--- config.mk ---
export PLATFORM = sky130hd
export DESIGN_NAME = core_ctrl_fsm
export DESIGN_NICKNAME = d
export VERILOG_FILES = /design/src/rtl/core_pkg.sv /design/src/rtl/alu_op_decode.sv /design/src/rtl/core_ctrl_fsm.sv
export SDC_FILE = /design/constraint.sdc
export NUM_CORES = 1
export LEC_CHECK = 0
export CAP_MARGIN = 20
export CORE_UTILIZATION = 39
export CTS_CLUSTER_DIAMETER = 100
export DETAILED_ROUTE_END_ITERATION = 8
export PLACE_DENSITY = 0.93
export SYNTH_ARGS = -nofsm -noshare
export SYNTH_HDL_FRONTEND = slang
export SYNTH_HIERARCHICAL = 1
export SYNTH_SLANG_ARGS = --single-unit
export TNS_END_PERCENT = 30
--- constraint.sdc ---
create_clock -name clk -period 3.81 [get_ports clk]
set_clock_uncertainty 0.15 [all_clocks]
set_input_delay 0.762 -clock clk [delete_from_list [all_inputs] [get_ports clk]]
set_output_delay 0.762 -clock clk [all_outputs]
set_load 0.1 [all_outputs]
--- src/rtl/core_pkg.sv ---
// core_pkg: shared constants for the RV32I multi-cycle control unit.
//   - RV32I opcode constants (plus the custom rsqr coprocessor opcode)
//   - FSM state encoding (IDLE=0 .. TRAP=7)
//   - ALU operation encoding and a funct3 -> ALU op helper
//   - pc_sel / wb_sel encodings
package core_pkg;

    localparam logic [6:0] OP_R      = 7'b0110011;
    localparam logic [6:0] OP_COP    = 7'b0001011;
    localparam logic [6:0] OP_I      = 7'b0010011;
    localparam logic [6:0] OP_LOAD   = 7'b0000011;
    localparam logic [6:0] OP_JALR   = 7'b1100111;
    localparam logic [6:0] OP_STORE  = 7'b0100011;
    localparam logic [6:0] OP_BRANCH = 7'b1100011;
    localparam logic [6:0] OP_JAL    = 7'b1101111;
    localparam logic [6:0] OP_LUI    = 7'b0110111;
    localparam logic [6:0] OP_AUIPC  = 7'b0010111;

    localparam logic [2:0] S_IDLE   = 3'd0;
    localparam logic [2:0] S_FETCH  = 3'd1;
    localparam logic [2:0] S_DECODE = 3'd2;
    localparam logic [2:0] S_EXEC   = 3'd3;
    localparam logic [2:0] S_MEM    = 3'd4;
    localparam logic [2:0] S_COPW   = 3'd5;
    localparam logic [2:0] S_WB     = 3'd6;
    localparam logic [2:0] S_TRAP   = 3'd7;

    typedef enum logic [3:0] {
        ALU_ADD    = 4'd0,
        ALU_SUB    = 4'd1,
        ALU_SLL    = 4'd2,
        ALU_SLT    = 4'd3,
        ALU_SLTU   = 4'd4,
        ALU_XOR    = 4'd5,
        ALU_SRL    = 4'd6,
        ALU_SRA    = 4'd7,
        ALU_OR     = 4'd8,
        ALU_AND    = 4'd9,
        ALU_PASS_B = 4'd10
    } alu_op_e;

    localparam logic [1:0] PC_PLUS4 = 2'b00;
    localparam logic [1:0] PC_REL   = 2'b01;
    localparam logic [1:0] PC_JALR  = 2'b10;

    localparam logic [1:0] WB_ALU  = 2'b00;
    localparam logic [1:0] WB_LOAD = 2'b01;
    localparam logic [1:0] WB_PC4  = 2'b10;
    localparam logic [1:0] WB_COP  = 2'b11;

    // funct3 -> ALU op. 'alt' selects the funct7[5] variant (SUB / SRA);
    // it only matters for funct3 000 and 101.
    function automatic alu_op_e f3_alu_op(input logic [2:0] f3, input logic alt);
        case (f3)
            3'b000:  f3_alu_op = alt ? ALU_SUB : ALU_ADD;
            3'b001:  f3_alu_op = ALU_SLL;
            3'b010:  f3_alu_op = ALU_SLT;
            3'b011:  f3_alu_op = ALU_SLTU;
            3'b100:  f3_alu_op = ALU_XOR;
            3'b101:  f3_alu_op = alt ? ALU_SRA : ALU_SRL;
            3'b110:  f3_alu_op = ALU_OR;
            default: f3_alu_op = ALU_AND;
        endcase
    endfunction

endpackage

--- src/rtl/alu_op_decode.sv ---
// alu_op_decode: combinational instruction classifier.
//   opcode, f3, f7 : decoder fields of the current instruction
//   alu_op         : ALU operation for the EXEC cycle
//   legal          : 1 when the encoding is a supported instruction
module alu_op_decode
    import core_pkg::*;
(
    input  logic [6:0] opcode,
    input  logic [2:0] f3,
    input  logic [6:0] f7,
    output alu_op_e    alu_op,
    output logic       legal
);

    logic f7_std;
    assign f7_std = (f7 == 7'b0000000) || (f7 == 7'b0100000);

    always_comb begin
        alu_op = ALU_ADD;
        legal  = 1'b0;
        case (opcode)
            OP_R: begin
                alu_op = f3_alu_op(f3, f7[5]);
                legal  = f7_std;
            end
            OP_I: begin
                // Immediate ALU ops have no SUBI; f7[5] only picks SRAI.
                alu_op = f3_alu_op(f3, f7[5] && (f3 == 3'b101));
                case (f3)
                    3'b001:  legal = (f7 == 7'b0000000);
                    3'b101:  legal = f7_std;
                    default: legal = 1'b1;
                endcase
            end
            OP_BRANCH: begin
                alu_op = ALU_SUB;
                legal  = 1'b1;
            end
            OP_LUI: begin
                alu_op = ALU_PASS_B;
                legal  = 1'b1;
            end
            OP_LOAD, OP_STORE, OP_JALR, OP_JAL, OP_AUIPC, OP_COP: begin
                alu_op = ALU_ADD;
                legal  = 1'b1;
            end
            default: begin
                alu_op = ALU_ADD;
                legal  = 1'b0;
            end
        endcase
    end

endmodule

--- src/rtl/core_ctrl_fsm.sv ---
// core_ctrl_fsm: multi-cycle control FSM of the RV32I core.
//   Inputs : clk, rst_n (async, active low), opcode/f3/f7 from the IR,
//            imem_ready, dmem_ready, cop_done, branch_taken
//   Outputs: imem_req, ir_we, dmem_req, dmem_we, cop_start, pc_we, pc_sel,
//            alu_src_a, alu_src_b, alu_op, rf_we, wb_sel, trap,
//            state (debug view of the FSM register)
//
// Handshakes: a request (imem_req / dmem_req) is held high for every cycle
// the FSM sits in FETCH / MEM; the transfer completes in the first cycle the
// matching ready is high, including the entry cycle. cop_start is a single
// cycle pulse on the EXEC -> COPW transition and cop_done is only sampled in
// COPW. Readies and done seen in any other state are ignored.
module core_ctrl_fsm
    import core_pkg::*;
(
    input  logic       clk,
    input  logic       rst_n,
    input  logic [6:0] opcode,
    input  logic [2:0] f3,
    input  logic [6:0] f7,
    input  logic       imem_ready,
    input  logic       dmem_ready,
    input  logic       cop_done,
    input  logic       branch_taken,
    output logic       imem_req,
    output logic       ir_we,
    output logic       dmem_req,
    output logic       dmem_we,
    output logic       cop_start,
    output logic       pc_we,
    output logic [1:0] pc_sel,
    output logic       alu_src_a,
    output logic       alu_src_b,
    output logic [3:0] alu_op,
    output logic       rf_we,
    output logic [1:0] wb_sel,
    output logic       trap,
    output logic [2:0] state
);

    logic [2:0] state_q;
    logic [2:0] state_d;
    alu_op_e    dec_op;
    logic       dec_legal;

    alu_op_decode u_alu_op_decode (
        .opcode (opcode),
        .f3     (f3),
        .f7     (f7),
        .alu_op (dec_op),
        .legal  (dec_legal)
    );

    logic is_r, is_branch, is_load, is_store, is_cop, is_jal, is_jalr, is_auipc;
    assign is_r      = (opcode == OP_R);
    assign is_branch = (opcode == OP_BRANCH);
    assign is_load   = (opcode == OP_LOAD);
    assign is_store  = (opcode == OP_STORE);
    assign is_cop    = (opcode == OP_COP);
    assign is_jal    = (opcode == OP_JAL);
    assign is_jalr   = (opcode == OP_JALR);
    assign is_auipc  = (opcode == OP_AUIPC);

    // Reset forces IDLE immediately, and IDLE decodes to all-zero outputs,
    // so an in-flight request drops in the same cycle reset is asserted.
    always_ff @(posedge clk or negedge rst_n) begin
        if (!rst_n) begin
            state_q <= S_IDLE;
        end else begin
            state_q <= state_d;
        end
    end

    assign state = state_q;

    always_comb begin
        state_d   = state_q;
        imem_req  = 1'b0;
        ir_we     = 1'b0;
        dmem_req  = 1'b0;
        dmem_we   = 1'b0;
        cop_start = 1'b0;
        pc_we     = 1'b0;
        pc_sel    = PC_PLUS4;
        alu_src_a = 1'b0;
        alu_src_b = 1'b0;
        alu_op    = ALU_ADD;
        rf_we     = 1'b0;
        wb_sel    = WB_ALU;
        trap      = 1'b0;
        case (state_q)
            S_IDLE: state_d = S_FETCH;
            S_FETCH: begin
                imem_req = 1'b1;
                if (imem_ready) begin
                    ir_we   = 1'b1;
                    state_d = S_DECODE;
                end
            end
            // DECODE exists so the decoder's registered immediate settles.
            S_DECODE: state_d = dec_legal ? S_EXEC : S_TRAP;
            S_EXEC: begin
                alu_op    = dec_op;
                alu_src_a = is_auipc;
                alu_src_b = !(is_r || is_branch);
                if (is_load || is_store) begin
                    state_d = S_MEM;
                end else if (is_cop) begin
                    cop_start = 1'b1;
                    state_d   = S_COPW;
                end else if (is_branch) begin
                    pc_we   = 1'b1;
                    pc_sel  = branch_taken ? PC_REL : PC_PLUS4;
                    state_d = S_FETCH;
                end else begin
                    state_d = S_WB;
                end
            end
            S_MEM: begin
                dmem_req = 1'b1;
                dmem_we  = is_store;
                if (dmem_ready) begin
                    if (is_store) begin
                        pc_we   = 1'b1;
                        pc_sel  = PC_PLUS4;
                        state_d = S_FETCH;
                    end else begin
                        state_d = S_WB;
                    end
                end
            end
            S_COPW: begin
                if (cop_done) begin
                    state_d = S_WB;
                end
            end
            S_WB: begin
                rf_we   = 1'b1;
                pc_we   = 1'b1;
                pc_sel  = is_jal ? PC_REL : (is_jalr ? PC_JALR : PC_PLUS4);
                wb_sel  = (is_jal || is_jalr) ? WB_PC4 :
                          is_load ? WB_LOAD :
                          is_cop  ? WB_COP  : WB_ALU;
                state_d = S_FETCH;
            end
            default: trap = 1'b1;  // S_TRAP: absorbing until reset
        endcase
    end

endmodule
==> insert_results.sql <==
INSERT INTO impl_metrics (metric_group, metric, value, unit) VALUES
('status', 'run_status', 'finished with violations', ''),
('status', 'failed_checks', 'design-rule violations', ''),
('routing', 'totalWireLength', '2200', 'um'),
('pwr', 'seqPwrFrac', '13.1', '%'),
('critical_path', 'crit_end', 'alu_op[0]', ''),
('logic_synthesis', 'syn-cell-area', '679', 'sq um'),
('critical_path', 'startpoint_type', 'input port', ''),
('floorplanning', 'core-area', '0.00156', 'sq mm'),
('grt', 'antenna_found_initial', '0', ''),
('critical_path', 'rr_startpoint', 'state[1]', ''),
('floorplanning', 'initial_utilization', '43.6', '%'),
('job', 'max_capacitance_violation_count', '0', ''),
('placed_design', 'placedCellCount', '156', ''),
('cts', 'cts_tree', 'done', ''),
('cts', 'cts.sink_count', '3', ''),
('routing', 'drc_errors', '3', ''),
('critical_path', 'crit_slowest_cell', 'sky130_fd_sc_hd__clkdlybuf4s50_1', ''),
('cts', 'cts-buffers-inserted', '3', ''),
('timing', 'layout_min_cycle_time', '3430', 'ps'),
('logic_synthesis', 'sequential_to_total_area_share_from_yosys_stat', '11.0', '%'),
('routing', 'initialDrtViolationCount', '18', ''),
('timing', 'final_slew_violations', '0', ''),
('logic_synthesis', 'synth_mux_area_share', '1.66', '%'),
('routing', 'vias', '959', ''),
('cts', 'clock_insertion_delay_at_the_later_pin_of_the_skew_report', '230', 'ps'),
('logic_synthesis', 'synthXorXnorAreaFrac', '1.29', '%'),
('grt', 'grt_start_max_net_pins', '15', ''),
('logic_synthesis', 'post_synth_and_or_nand_nor_area_fraction', '56.2', '%'),
('cts', 'clock_tree.buffer_depth', '2', ''),
('critical_path', 'crit_path_cells', 'clkdlybuf4s50_1 -> a211oi_1 -> a21oi_1 -> a31oi_1 -> nor2_1 -> and2_1 -> buf_12', ''),
('placed_design', 'gp_routability_congestion', '0.871', ''),
('floorplanning', 'overall_die_area', '0.00191', 'sq mm'),
('pwr', 'clock_power_share', '9.9', '%'),
('logic_synthesis', 'synth_top_area_share', '11.0', '%'),
('logic_synthesis', 'synth-adder-area-share', '0', '%'),
('logic_synthesis', 'yosys.cell_types.count', '41', ''),
('logic_synthesis', 'ys_top_cells_by_area', 'sky130_fd_sc_hd__dfrtp_1 11%, sky130_fd_sc_hd__nor3_1 5.9%, sky130_fd_sc_hd__and2_1 5.5%', ''),
('cts', 'cts.root.buffer_cell', 'sky130_fd_sc_hd__clkbuf_4', ''),
('critical_path', 'timing.reg2reg.worst_path_depth', '4', ''),
('timing', 'slew_headroom', '66.7', '%'),
('critical_path', 'cp_num_cells', '7', ''),
('cts', 'hold_buffers', '0', ''),
('routing', 'route.detailed.vias_per_inst', '5.99', ''),
('logic_synthesis', 'ffs_w_async_s_r_synth', '100', '%'),
('timing', 'fin_setup_tns', '0', 'ps'),
('critical_path', 'timing.setup.critical_path_class', 'input port to output pin', ''),
('pwr', 'power_leakage', '0.485', 'nW'),
('critical_path', 'crit_required', '2900', 'ps'),
('cells_and_area', 'final_cell_count_without_fillers', '160', ''),
('logic_synthesis', 'ys_seq_elements', '3', ''),
('timing', 'worst_slew_pin_tran', '498', 'ps'),
('routing', 'number_of_search_and_repair_iterations_in_the_first_detailed_routing_pass', '6', ''),
('critical_path', 'buffers_and_inverters_on_the_worst_path', '2', ''),
('floorplanning', 'die_width', '43.7', 'um'),
('hold_path', 'min-delay-path-class', 'input port to async pin', ''),
('timing', 'grt_setup_unrepaired', 'false', ''),
('pwr', 'peakVddDrop', '0.000294', 'V'),
('cells_and_area', 'nets', '168', ''),
('pwr', 'net-switching-power', '0.358', 'mW'),
('routing', 'ant_nets', '0', ''),
('critical_path', 'timing.reg2reg.setup_slack', '2260', 'ps'),
('placed_design', 'hpwlAfterDp', '1750', 'um'),
('critical_path', 'timing.critical_path.to_type', 'output pin', ''),
('grt', 'grt_first_pass_wirelength', '3530', 'um'),
('pwr', 'post-layout-total-power', '0.567', 'mW'),
('cells_and_area', 'num_antenna_cells', '0', ''),
('logic_synthesis', 'post_synth.cell_area_avg', '6.79', 'sq um'),
('cts', 'cts.repair.resized', '0', ''),
('cells_and_area', 'largest_register_ffs', '3', ''),
('grt', 'globalRoute.totalOverflow', '0', ''),
('logic_synthesis', 'synth_compound_area_share', '25.2', '%');
through the flow:
stage / area (sq um) / utilization [%] / setup WS, ps
after detailed placement: 1240 / 79.5 / 403
after CTS: 1260 / 81.1 / 399
after global placement: 1240 / 79.5 / 460
final: 1260 / 81.1 / 384
after global routing: 1260 / 81.1 / 272
after floorplan: 691 / - / -641
worst register-to-register path, cell delays in order (launching register included):
cell and delay, ps:
sky130_fd_sc_hd__dfrtp_1 530, sky130_fd_sc_hd__inv_1 150, sky130_fd_sc_hd__o21ai_0 190, sky130_fd_sc_hd__o21ai_0 110, sky130_fd_sc_hd__o32a_1 300
placed cells by master (no fill, tap or decap), drive strengths merged, types with 4 or more instances in the layout:
master	n
buf	22
nor3	8
and2	6
clkbuf	4
nand2	9
clkdlybuf4s50	22
and3	5
a21oi	6
nor2	9
o21ai	5
power groups by stage:
stage	clock, mW	sequential (mW)	combinational (mW)
2_1_floorplan	0	0.126	0.265
3_3_place_gp	0	0.0726	0.429
3_5_place_dp	0	0.0742	0.434
4_1_cts	0.0562	0.0736	0.436
5_1_grt	0.0600	0.0782	0.456
6_report	0.0561	0.0745	0.436
cells in the mapped netlist (2+ instances only):
master,count
sky130_fd_sc_hd__inv_1,3
sky130_fd_sc_hd__and3b_1,2
sky130_fd_sc_hd__dfrtp_1,3
sky130_fd_sc_hd__nor3b_1,3
sky130_fd_sc_hd__nor2_1,9
sky130_fd_sc_hd__and2_1,6
sky130_fd_sc_hd__o22ai_1,2
sky130_fd_sc_hd__a211oi_1,2
sky130_fd_sc_hd__nand3b_1,3
sky130_fd_sc_hd__a21oi_1,6
sky130_fd_sc_hd__nor4_1,3
sky130_fd_sc_hd__clkbuf_1,2
sky130_fd_sc_hd__nand2_1,9
sky130_fd_sc_hd__nand2b_1,3
sky130_fd_sc_hd__nand4_1,2
sky130_fd_sc_hd__nor3_1,8
sky130_fd_sc_hd__a31oi_1,3
sky130_fd_sc_hd__and3_1,4
sky130_fd_sc_hd__o21ai_0,5
worst min path at each step:
stage,from,endpoint,slack (ps)
2_1_floorplan,rst_n,state[0],320
3_3_place_gp,state[1],state[1],580
3_5_place_dp,state[1],state[1],590
4_1_cts,rst_n,state[1],560
6_report,rst_n,state[0],550
5_1_grt,rst_n,state[1],570
kinds of logic after synthesis:
logic type             after synthesis
AO/OA/AOI/OAI                       26
flip-flops                           3
AND/OR/NAND/NOR                     62
XOR/XNOR                             1
buffers and inverters                7
multiplexers                         1
layout make-up:
type                       count  area (sq um)
sequential                     3          75.1
fill                         101           294
clock buffer                   4          26.3
tap                           16          20.0
timing repair buffer          44           548
multi-input combinational     90           584
inverter                       3          11.3
metal layers:
layer  routed length (um)  GRT usage [%]  vias to the layer above
li1                     -              -                      472
met1                  852           25.4                      423
met2                 1110           45.4                       56
met3                  175           3.75                        8
met4                   60           10.0                        0
met5                    0              0                        -
Power figures use the tool's default switching activity.
